### src/rtl/qtcore_scan_sequencer.sv
// Host-facing byte sequencer for the qtcore scan chain: full-chain exchange (XCHG)
// and bounded RUN with halt detection. Scan shifting and proc_en are mutually exclusive.
module qtcore_scan_sequencer #(
    parameter int CHAIN_LEN = 168,
    parameter int MAX_RUN   = 256,
    parameter int MIN_RUN   = 4
) (
    input  logic       clk_in,
    input  logic       rst_in,
    input  logic       cmd_valid_in,
    input  logic       cmd_op_in,
    output logic       cmd_ready_out,
    input  logic       wr_valid_in,
    input  logic [7:0] wr_data_in,
    output logic       wr_ready_out,
    output logic       rd_valid_out,
    output logic [7:0] rd_data_out,
    input  logic       rd_ready_in,
    output logic       scan_enable_out,
    output logic       scan_data_out,
    input  logic       scan_data_in,
    output logic       proc_en_out,
    input  logic       halt_in,
    output logic       busy_out,
    output logic [8:0] run_cycles_out,
    output logic       timeout_out
);
    localparam int NBYTES = CHAIN_LEN / 8;
    localparam int BW     = (NBYTES > 1) ? $clog2(NBYTES) : 1;
    localparam logic [BW-1:0] LAST_BYTE = BW'(NBYTES - 1);
    localparam logic [8:0]    MAX_C     = 9'(MAX_RUN);
    localparam logic [8:0]    MIN_C     = 9'(MIN_RUN);

    typedef enum logic [2:0] {S_IDLE, S_XLOAD, S_XSHIFT, S_XPUSH, S_RUN} state_t;

    state_t          r_state;
    logic            r_cmd_ready, r_wr_ready, r_scan_en, r_rd_valid, r_busy, r_run;
    logic [BW-1:0]   r_byte_cnt;
    logic [2:0]      r_bit_cnt;
    logic [7:0]      r_sreg;
    logic [8:0]      r_count;
    logic [8:0]      r_run_cycles;
    logic            r_timeout;
    logic            w_halt_ok, w_run_exit;

    // Exit is decided on the current count, so proc_en is already low in the exit cycle.
    assign w_halt_ok  = (r_count >= MIN_C) && halt_in;
    assign w_run_exit = r_run && (w_halt_ok || (r_count == MAX_C));

    assign cmd_ready_out   = r_cmd_ready;
    assign wr_ready_out    = r_wr_ready;
    assign rd_valid_out    = r_rd_valid;
    assign rd_data_out     = r_sreg;
    assign scan_enable_out = r_scan_en;
    assign scan_data_out   = r_scan_en & r_sreg[7];
    assign proc_en_out     = r_run & ~w_run_exit;
    assign busy_out        = r_busy;
    assign run_cycles_out  = r_run_cycles;
    assign timeout_out     = r_timeout;

    always_ff @(posedge clk_in) begin
        if (rst_in) begin
            r_state      <= S_IDLE;
            r_cmd_ready  <= 1'b1;
            r_wr_ready   <= 1'b0;
            r_scan_en    <= 1'b0;
            r_rd_valid   <= 1'b0;
            r_busy       <= 1'b0;
            r_run        <= 1'b0;
            r_byte_cnt   <= '0;
            r_bit_cnt    <= '0;
            r_sreg       <= '0;
            r_count      <= '0;
            r_run_cycles <= '0;
            r_timeout    <= 1'b0;
        end else begin
            case (r_state)
                S_IDLE: begin
                    if (cmd_valid_in && r_cmd_ready) begin
                        r_cmd_ready <= 1'b0;
                        r_busy      <= 1'b1;
                        if (cmd_op_in) begin
                            r_state   <= S_RUN;
                            r_run     <= 1'b1;
                            r_count   <= '0;
                            r_timeout <= 1'b0;
                        end else begin
                            r_state    <= S_XLOAD;
                            r_wr_ready <= 1'b1;
                            r_byte_cnt <= LAST_BYTE;
                        end
                    end
                end
                S_XLOAD: begin
                    if (wr_valid_in) begin
                        r_sreg     <= wr_data_in;
                        r_bit_cnt  <= 3'd7;
                        r_wr_ready <= 1'b0;
                        r_scan_en  <= 1'b1;
                        r_state    <= S_XSHIFT;
                    end
                end
                S_XSHIFT: begin
                    // Outgoing MSB feeds the chain; the chain's output bit enters at the LSB.
                    r_sreg    <= {r_sreg[6:0], scan_data_in};
                    r_bit_cnt <= r_bit_cnt - 3'd1;
                    if (r_bit_cnt == 3'd0) begin
                        r_scan_en  <= 1'b0;
                        r_rd_valid <= 1'b1;
                        r_state    <= S_XPUSH;
                    end
                end
                S_XPUSH: begin
                    if (rd_ready_in) begin
                        r_rd_valid <= 1'b0;
                        if (r_byte_cnt == '0) begin
                            r_state     <= S_IDLE;
                            r_cmd_ready <= 1'b1;
                            r_busy      <= 1'b0;
                        end else begin
                            r_byte_cnt <= r_byte_cnt - 1'b1;
                            r_wr_ready <= 1'b1;
                            r_state    <= S_XLOAD;
                        end
                    end
                end
                S_RUN: begin
                    if (w_run_exit) begin
                        r_run        <= 1'b0;
                        r_state      <= S_IDLE;
                        r_cmd_ready  <= 1'b1;
                        r_busy       <= 1'b0;
                        r_run_cycles <= r_count;
                        r_timeout    <= ~w_halt_ok;
                    end else begin
                        r_count <= r_count + 9'd1;
                    end
                end
                default: begin
                    r_state     <= S_IDLE;
                    r_cmd_ready <= 1'b1;
                    r_wr_ready  <= 1'b0;
                    r_scan_en   <= 1'b0;
                    r_rd_valid  <= 1'b0;
                    r_busy      <= 1'b0;
                    r_run       <= 1'b0;
                end
            endcase
        end
    end
endmodule

### config.mk
export PLATFORM = sky130hd
export DESIGN_NAME = qtcore_scan_sequencer
export DESIGN_NICKNAME = d
export VERILOG_FILES = /design/src/rtl/qtcore_scan_sequencer.sv
export SDC_FILE = /design/constraint.sdc
export NUM_CORES = 1
export LEC_CHECK = 0
export CORE_ASPECT_RATIO = 0.9
export CORE_UTILIZATION = 30
export CTS_BUF_LIST = sky130_fd_sc_hd__clkbuf_8 sky130_fd_sc_hd__clkbuf_16
export DETAILED_ROUTE_END_ITERATION = 7
export HOLD_SLACK_MARGIN = 0.15
export PLACE_DENSITY = 0.49
export SLEW_MARGIN = 20
export SYNTH_ARGS = -nofsm -noshare
export SYNTH_HDL_FRONTEND = slang
export SYNTH_SLANG_ARGS = --single-unit
### constraint.sdc
create_clock -name clk_in -period 3.8 [get_ports clk_in]
set_input_delay 0.76 -clock clk_in [delete_from_list [all_inputs] [get_ports clk_in]]
set_output_delay 0.76 -clock clk_in [all_outputs]
set_load 0.05 [all_outputs]
==> results by group, run 1 <==
Hold path
  • Hold-critical path depth: 2
  • Hold Crit Class: reg2reg

Finish
  • Post-layout net count: 309
  • Post-route insts no fill: 378
  • Commonest cells after routing, fill and taps aside: dfxtp_1 (44), clkdlybuf4s50_1 (40), nor2_1 (31), a21oi_1 (20), mux2i_1 (17)
  • Ant diodes: 0
  • Fin util: 40.0%
  • Commonest non-fill, non-tap cell in the layout: dfxtp_1
  • Area growth syn-to-layout: 25.7%
  • Final Cell Area: 2690 um2
  • Ratio of cells with drive above 1 in the final layout: 6.25%
  • Filler instances: 718

STA
  • Slew Limit Fails: 0
  • Worst-Margin Slew: 810 ps
  • Minimum clock period: 3330 ps
  • Final setup vio count: 0
  • Hold Slack: 485 ps
  • RSZ-0062 raised after global routing: no
  • Relative slew slack: 46.0%
  • Post-route setup TNS: 0 ps
  • Final Hold Viols: 0
  • Ratio of final minimum period to clock period: 87.6%
  • Clk_skew: 5.33 ps
  • Fmax: 0.301 GHz

Yosys
  • Cells after Synth: 252
  • Sequential area share after synthesis: 41.1%
  • Syn Area/Cell: 8.51 um2
  • Cell variety after synth: 45
  • YS warnings: 0
  • Synth Cell Area: 2140 um2
  • Synth Register Bits: 44
  • Net Count, Synth: 274

Route
  • First drt pass iteration count: 4
  • Initial drt markers: 75
  • Routed wire length: 5.21 mm
  • WL/cell: 13.8 um
  • Vias per inst: 4.96
  • Post-DRT Antenna Nets: 0
  • Total number of vias: 1876
  • Number of remaining DRC errors: 0

Floorplan
  • Row Count: 28
  • Core area: 6730 um2
  • Initial Utilization: 31.9%
  • Die Y: 82.2 um
  • I/O Pins: 41
  • Die width: 91.1 um
  • Die area: 7490 um2

Global routing
  • Pin count of the biggest net entering global routing: 25
  • GRT Util Overall: 14.8%
  • Global-route wire length before repair: 8.73 mm
  • Vias in the first global route: 1791
  • Grt ovf: 0
  • Initial antenna violation count: 0

Critical path
  • Setup CP Type: reg2out
  • CP startpoint: r_count[2]
  • Worst setup EP type: output port
  • Cell Chain, Critical Path: or4_4 > or2_2 > a21oi_1 > clkdlybuf4s50_1
  • CP Max Fanout: 9
  • Slowest-stage cell, CP: clkdlybuf4s50_1
  • Reg2reg end: rd_data_out[3]
  • Crit-path max cell delay: 820 ps
  • Buf/Inv on CP: 1
  • Critical path data required time: 3040 ps
  • Worst setup path end: proc_en_out
  • Reg2reg setup slack: 1570 ps
  • Crit path arrival time: 2570 ps
  • Worst R2R Path Depth: 5
  • Top Family by Delay on Critical Path: simple AND/OR/NAND/NOR gates
  • Worst flop-to-flop path startpoint: r_state[0]
  • WP depth: 4
  • Startpoint Class: flip-flop

Clocking
  • CTS tree: yes
  • H-tree levels: 2
  • Root Driver: clkbuf_8
  • Post-CTS Setup Repair Bufs: 0
  • Post-CTS Hold Fix Bufs: 0
  • Clk sink count: 44
  • Post-CTS sizing: 0
  • Reg clk slew, reported paths: 90 ps
  • CTS Buffer Depth: 2
  • CTS Buf Count: 5
  • Later-pin clock latency in the skew report: 290 ps

Placement
  • Post-Place Cell Area: 2610 um2
  • Placed insts: 370
  • Buffers on Ports: 40
  • Post-detail-place hpwl: 3.69 mm
  • Gpl congestion: 0.766

Power
  • Maximum vdd drop: 0.189 mV
  • Leakage power: 0.898 nW
  • Pwr dens: 396 nW/um2

Run
  • Max cap viols: 0

Outcome
  • Status: completed
==> where the power goes <==
part	total [W]	internal, W	switching [W]
clock	0.000296	0.000128	0.000167
combinational	0.000245	0.0000932	0.000152
sequential	0.000526	0.000490	0.0000361
==> through the flow <==
step | power (W) | setup slack (ps)
2_1_floorplan | 0.000701 | 964
6_report | 0.00107 | 473
5_1_grt | 0.00112 | 376
4_1_cts | 0.00108 | 445
3_5_place_dp | 0.000782 | 646
3_3_place_gp | 0.000783 | 668
==> kinds of logic (layout without fill, tap and decap cells) <==
kind of cell	Yosys count	in the layout	synth area share [%]
AO/OA/AOI/OAI	65	65	20.0
flip-flops	44	44	41.1
XOR/XNOR	2	2	0.817
buffers and inverters	25	61	4.96
multiplexers	17	17	7.94
adder cells (fa/ha/maj)	6	6	3.50
AND/OR/NAND/NOR	93	93	21.7
==> worst min path at each step <==
stage | startpoint | to | slack [ps]
2_1_floorplan | r_count[8] | r_count[8] | 460
3_3_place_gp | busy_out | busy_out | 460
3_5_place_dp | busy_out | busy_out | 470
4_1_cts | rd_valid_out | rd_valid_out | 490
5_1_grt | run_cycles_out[1] | run_cycles_out[1] | 520
6_report | rd_valid_out | rd_valid_out | 490
==> cell usage after synthesis (all sizes together) <==
| master | instances | area [um2] |
|---|---|---|
| or3 | 6 | 37.5 |
| or4b | 1 | 10.0 |
| o21a | 1 | 7.51 |
| dfxtp | 44 | 881 |
| nand3b | 2 | 15.0 |
| o22ai | 3 | 18.8 |
| ha | 6 | 75.1 |
| a31o | 1 | 8.76 |
| a211oi | 10 | 75.1 |
| a311oi | 2 | 17.5 |
| o2111ai | 1 | 8.76 |
| nor2 | 31 | 116 |
| buf | 5 | 31.3 |
| a31oi | 3 | 18.8 |
| clkbuf | 9 | 33.8 |
| or2 | 2 | 12.5 |
| nand2b | 1 | 6.26 |
| a221oi | 1 | 8.76 |
| nand3 | 10 | 50.1 |
| o41ai | 1 | 8.76 |
| nand4 | 4 | 25.0 |
| and2 | 4 | 25.0 |
| a2111oi | 1 | 8.76 |
| and3 | 1 | 6.26 |
| o31ai | 3 | 22.5 |
| o21ai | 9 | 48.8 |
| nor4 | 2 | 12.5 |
| nor2b | 4 | 25.0 |
| a21o | 3 | 22.5 |
| inv | 11 | 41.3 |
| o211ai | 3 | 27.5 |
| a211o | 1 | 8.76 |
| nor3 | 5 | 25.0 |
| xnor2 | 2 | 17.5 |
| mux2i | 17 | 170 |
| nand2 | 15 | 56.3 |
| nand4b | 1 | 8.76 |
| a21oi | 21 | 109 |
| a21boi | 1 | 7.51 |
| or4 | 4 | 33.8 |
==> registers in the layout, summed over array words and instances (netlist names) <==
register	count
r_bit_cnt	3
r_run	1
rd_data_out	8
r_byte_cnt	5
timeout_out	1
cmd_ready_out	1
scan_enable_out	1
rd_valid_out	1
r_count	9
wr_ready_out	1
busy_out	1
run_cycles_out	9
r_state	3
==> worst register-to-register path, stage by stage, from the launching register on <==
cell and delay (ps):
dfxtp_1 680, nand2_1 200, or2_2 340, a21oi_2 630
nor2_1 80, a211oi_1 230
==> cell type report <==
type	count	area, um2	share of cell area (%)
Multi-Input combinational cell	183	1160	42.9
Sequential cell	44	881	32.7
Clock inverter	3	18.8	0.697
Tap cell	90	113	4.18
Inverter	11	41.3	1.53
Timing Repair Buffer	42	415	15.4
Clock buffer	5	68.8	2.55
==> metal layers <==
metal  global-route usage [%]  vias to the layer above  part of all wire, %
met3                     3.57                        5                  4.8
met2                     22.4                       43                   41
met1                     20.9                      848                   53
met5                        0                        -                    0
met4                     4.29                        0                  1.0
li1                         -                      980                    -
No activity file was read; power rests on OpenSTA's default activity.
==> inputs of run 2 (changes only) <==
- GPL_TIMING_DRIVEN: default -> 0
==> run 2 against run 1 <==
  * Combinational power up 9.4%
  * Clock-buffer cell count up 2
  * Setup slack worse by 120 ps
==> results by group, run 2 (synthesis gave the netlist of run 1 again) <==
Outcome
  • Status: completed (unchanged)

Global routing
  • Initial antenna violation count: 0 (unchanged)
  • Vias in the first global route: 1781 (was 1791)
  • Global-route wire length before repair: 9.20 mm (was 8.73 mm)
  • GRT Util Overall: 15.5% (was 14.8%)
  • Pin count of the biggest net entering global routing: 13 (was 25)
  • Grt ovf: 0 (unchanged)

Floorplan
  • I/O Pins: 41 (unchanged)
  • Row Count: 28 (unchanged)
  • Die width: 91.1 um (unchanged)
  • Die Y: 82.2 um (unchanged)
  • Die area: 7490 um2 (unchanged)
  • Initial Utilization: 31.9% (unchanged)
  • Core area: 6730 um2 (unchanged)

Route
  • Number of remaining DRC errors: 0 (unchanged)
  • Post-DRT Antenna Nets: 0 (unchanged)
  • First drt pass iteration count: 4 (unchanged)
  • WL/cell: 14.2 um (was 13.8 um)
  • Total number of vias: 1968 (was 1876)
  • Vias per inst: 5.07 (was 4.96)
  • Routed wire length: 5.50 mm (was 5.21 mm)
  • Initial drt markers: 170 (was 75)

Finish
  • Post-layout net count: 320 (was 309)
  • Area growth syn-to-layout: 28.0% (was 25.7%)
  • Fin util: 40.8% (was 40.0%)
  • Ant diodes: 0 (unchanged)
  • Ratio of cells with drive above 1 in the final layout: 6.71% (was 6.25%)
  • Commonest non-fill, non-tap cell in the layout: dfxtp_1 (unchanged)
  • Commonest cells after routing, fill and taps aside: dfxtp_1 (44), clkdlybuf4s50_1 (39), nor2_1 (31), a21oi_1 (20), mux2i_1 (17) (was dfxtp_1 (44), clkdlybuf4s50_1 (40), nor2_1 (31), a21oi_1 (20), mux2i_1 (17))

STA
  • Clk_skew: 8.13 ps (was 5.33 ps)
  • RSZ-0062 raised after global routing: no (unchanged)
  • Slew Limit Fails: 0 (unchanged)
  • Post-route setup TNS: 0 ps (unchanged)
  • Fmax: 0.290 GHz (was 0.301 GHz)
  • Minimum clock period: 3440 ps (was 3330 ps)
  • Final setup vio count: 0 (unchanged)
  • Worst-Margin Slew: 638 ps (was 810 ps)
  • Ratio of final minimum period to clock period: 90.6% (was 87.6%)
  • Final Hold Viols: 0 (unchanged)
  • Relative slew slack: 56.4% (was 46.0%)

Critical path
  • Worst setup EP type: output port (unchanged)
  • Critical path data required time: 3040 ps (about the same)
  • Startpoint Class: flip-flop (unchanged)
  • CP Max Fanout: 9 (unchanged)
  • Crit path arrival time: 2680 ps (was 2570 ps)
  • Worst flop-to-flop path startpoint: r_count[2] (was r_state[0])
  • Reg2reg end: cmd_ready_out (was rd_data_out[3])
  • Reg2reg setup slack: 1640 ps (was 1570 ps)
  • Setup CP Type: reg2out (unchanged)
  • CP startpoint: r_count[2] (unchanged)
  • Worst R2R Path Depth: 6 (was 5)

Hold path
  • Hold_sp: busy_out (was rd_valid_out)
  • Worst Hold Path EP: busy_out (was rd_valid_out)
  • Hold Crit Class: reg2reg (unchanged)
  • Hold-critical path depth: 1 (was 2)

Power
  • Maximum vdd drop: 0.198 mV (was 0.189 mV)
  • Pwr dens: 403 nW/um2 (was 396 nW/um2)
  • Leakage power: 0.923 nW (was 0.898 nW)

Clocking
  • CTS Buffer Depth: 2 (unchanged)
  • Reg clk slew, reported paths: 90 ps (about the same)
  • Later-pin clock latency in the skew report: 300 ps (was 290 ps)
  • CTS tree: yes (unchanged)
  • Clk sink count: 44 (unchanged)
  • H-tree levels: 2 (unchanged)
  • CTS Buf Count: 5 (unchanged)
  • Post-CTS sizing: 0 (unchanged)
  • Post-CTS Hold Fix Bufs: 0 (unchanged)
  • Post-CTS Setup Repair Bufs: 0 (unchanged)
  • Root Driver: clkbuf_8 (unchanged)

Placement
  • Gpl congestion: 0.786 (was 0.766)
  • Post-detail-place hpwl: 3.92 mm (was 3.69 mm)
  • Buffers on Ports: 39 (was 40)

Run
  • Max cap viols: 0 (unchanged)
## run 2: cell types whose count changed in the layout (fill, tap and decap cells not counted), moves of 2 or more
| cell | before | now |
|---|---|---|
| clkbuf_1 | 0 | 9 |
| clkinv_2 | 2 | 0 |
| buf_2 | 0 | 4 |
| buf_4 | 2 | 0 |
| clkbuf_8 | 5 | 7 |
## run 2: how the worst max path moves through the flow
stage | end | slack [ps] | cells past startpoint
floorplan | proc_en_out | 960 | 4
global placement | proc_en_out | 540 | 4
detailed placement | proc_en_out | 530 | 4
CTS | proc_en_out | 340 | 5
global route | proc_en_out | 300 | 5
finish | proc_en_out | 360 | 5
## run 2: metrics by stage
stage | total power (W) | hold slack [ps] | setup WS (ps) | cell area [um2] | instances
after floorplan | 0.000701 | 460 | 964 | 2140 | 252
after global placement | 0.000791 | 455 | 544 | 2650 | 381
after detailed placement | 0.000791 | 471 | 534 | 2650 | 381
after CTS | 0.00112 | 492 | 341 | 2740 | 388
after global routing | 0.00117 | 520 | 305 | 2740 | 388
final | 0.00110 | 490 | 356 | 2740 | 388
## run 2: layer usage
layer	global-route usage [%]	share of wire, %	vias to the layer above
li1	-	-	1015
met1	22.9	53	899
met2	22.0	42	52
met3	3.21	4.4	2
met4	5.71	0.49	0
met5	0	0	-
## run 2: cell type report
cell class                      instances  area [um2]
Fill cell                             706        3980
Multi-Input combinational cell        183        1160
Sequential cell                        44         881
Timing Repair Buffer                   39         390
Tap cell                               90         113
Clock buffer                            7        96.3
Buffer                                 14        65.1
Inverter                               11        41.3
## run 2: report_power, final
group / internal, W / switching (W) / leakage (nW)
clock: 0.000162 / 0.000163 / 0.0503
combinational: 0.0000967 / 0.000171 / 0.515
sequential: 0.000489 / 0.0000227 / 0.357
## run 2: worst max-delay path, cell delays in order (launching register included)
cell	delay (ps)
dfxtp_1	320
buf_6	130
or4_4	540
or2_2	350
a21oi_1	210
clkdlybuf4s50_1	830
==> inputs of run 3 (changes only) <==
- GPL_TIMING_DRIVEN: 0 -> 1
==> results of run 3 <==
No change in the layout: final DEF, timing and power equal those of run 1.
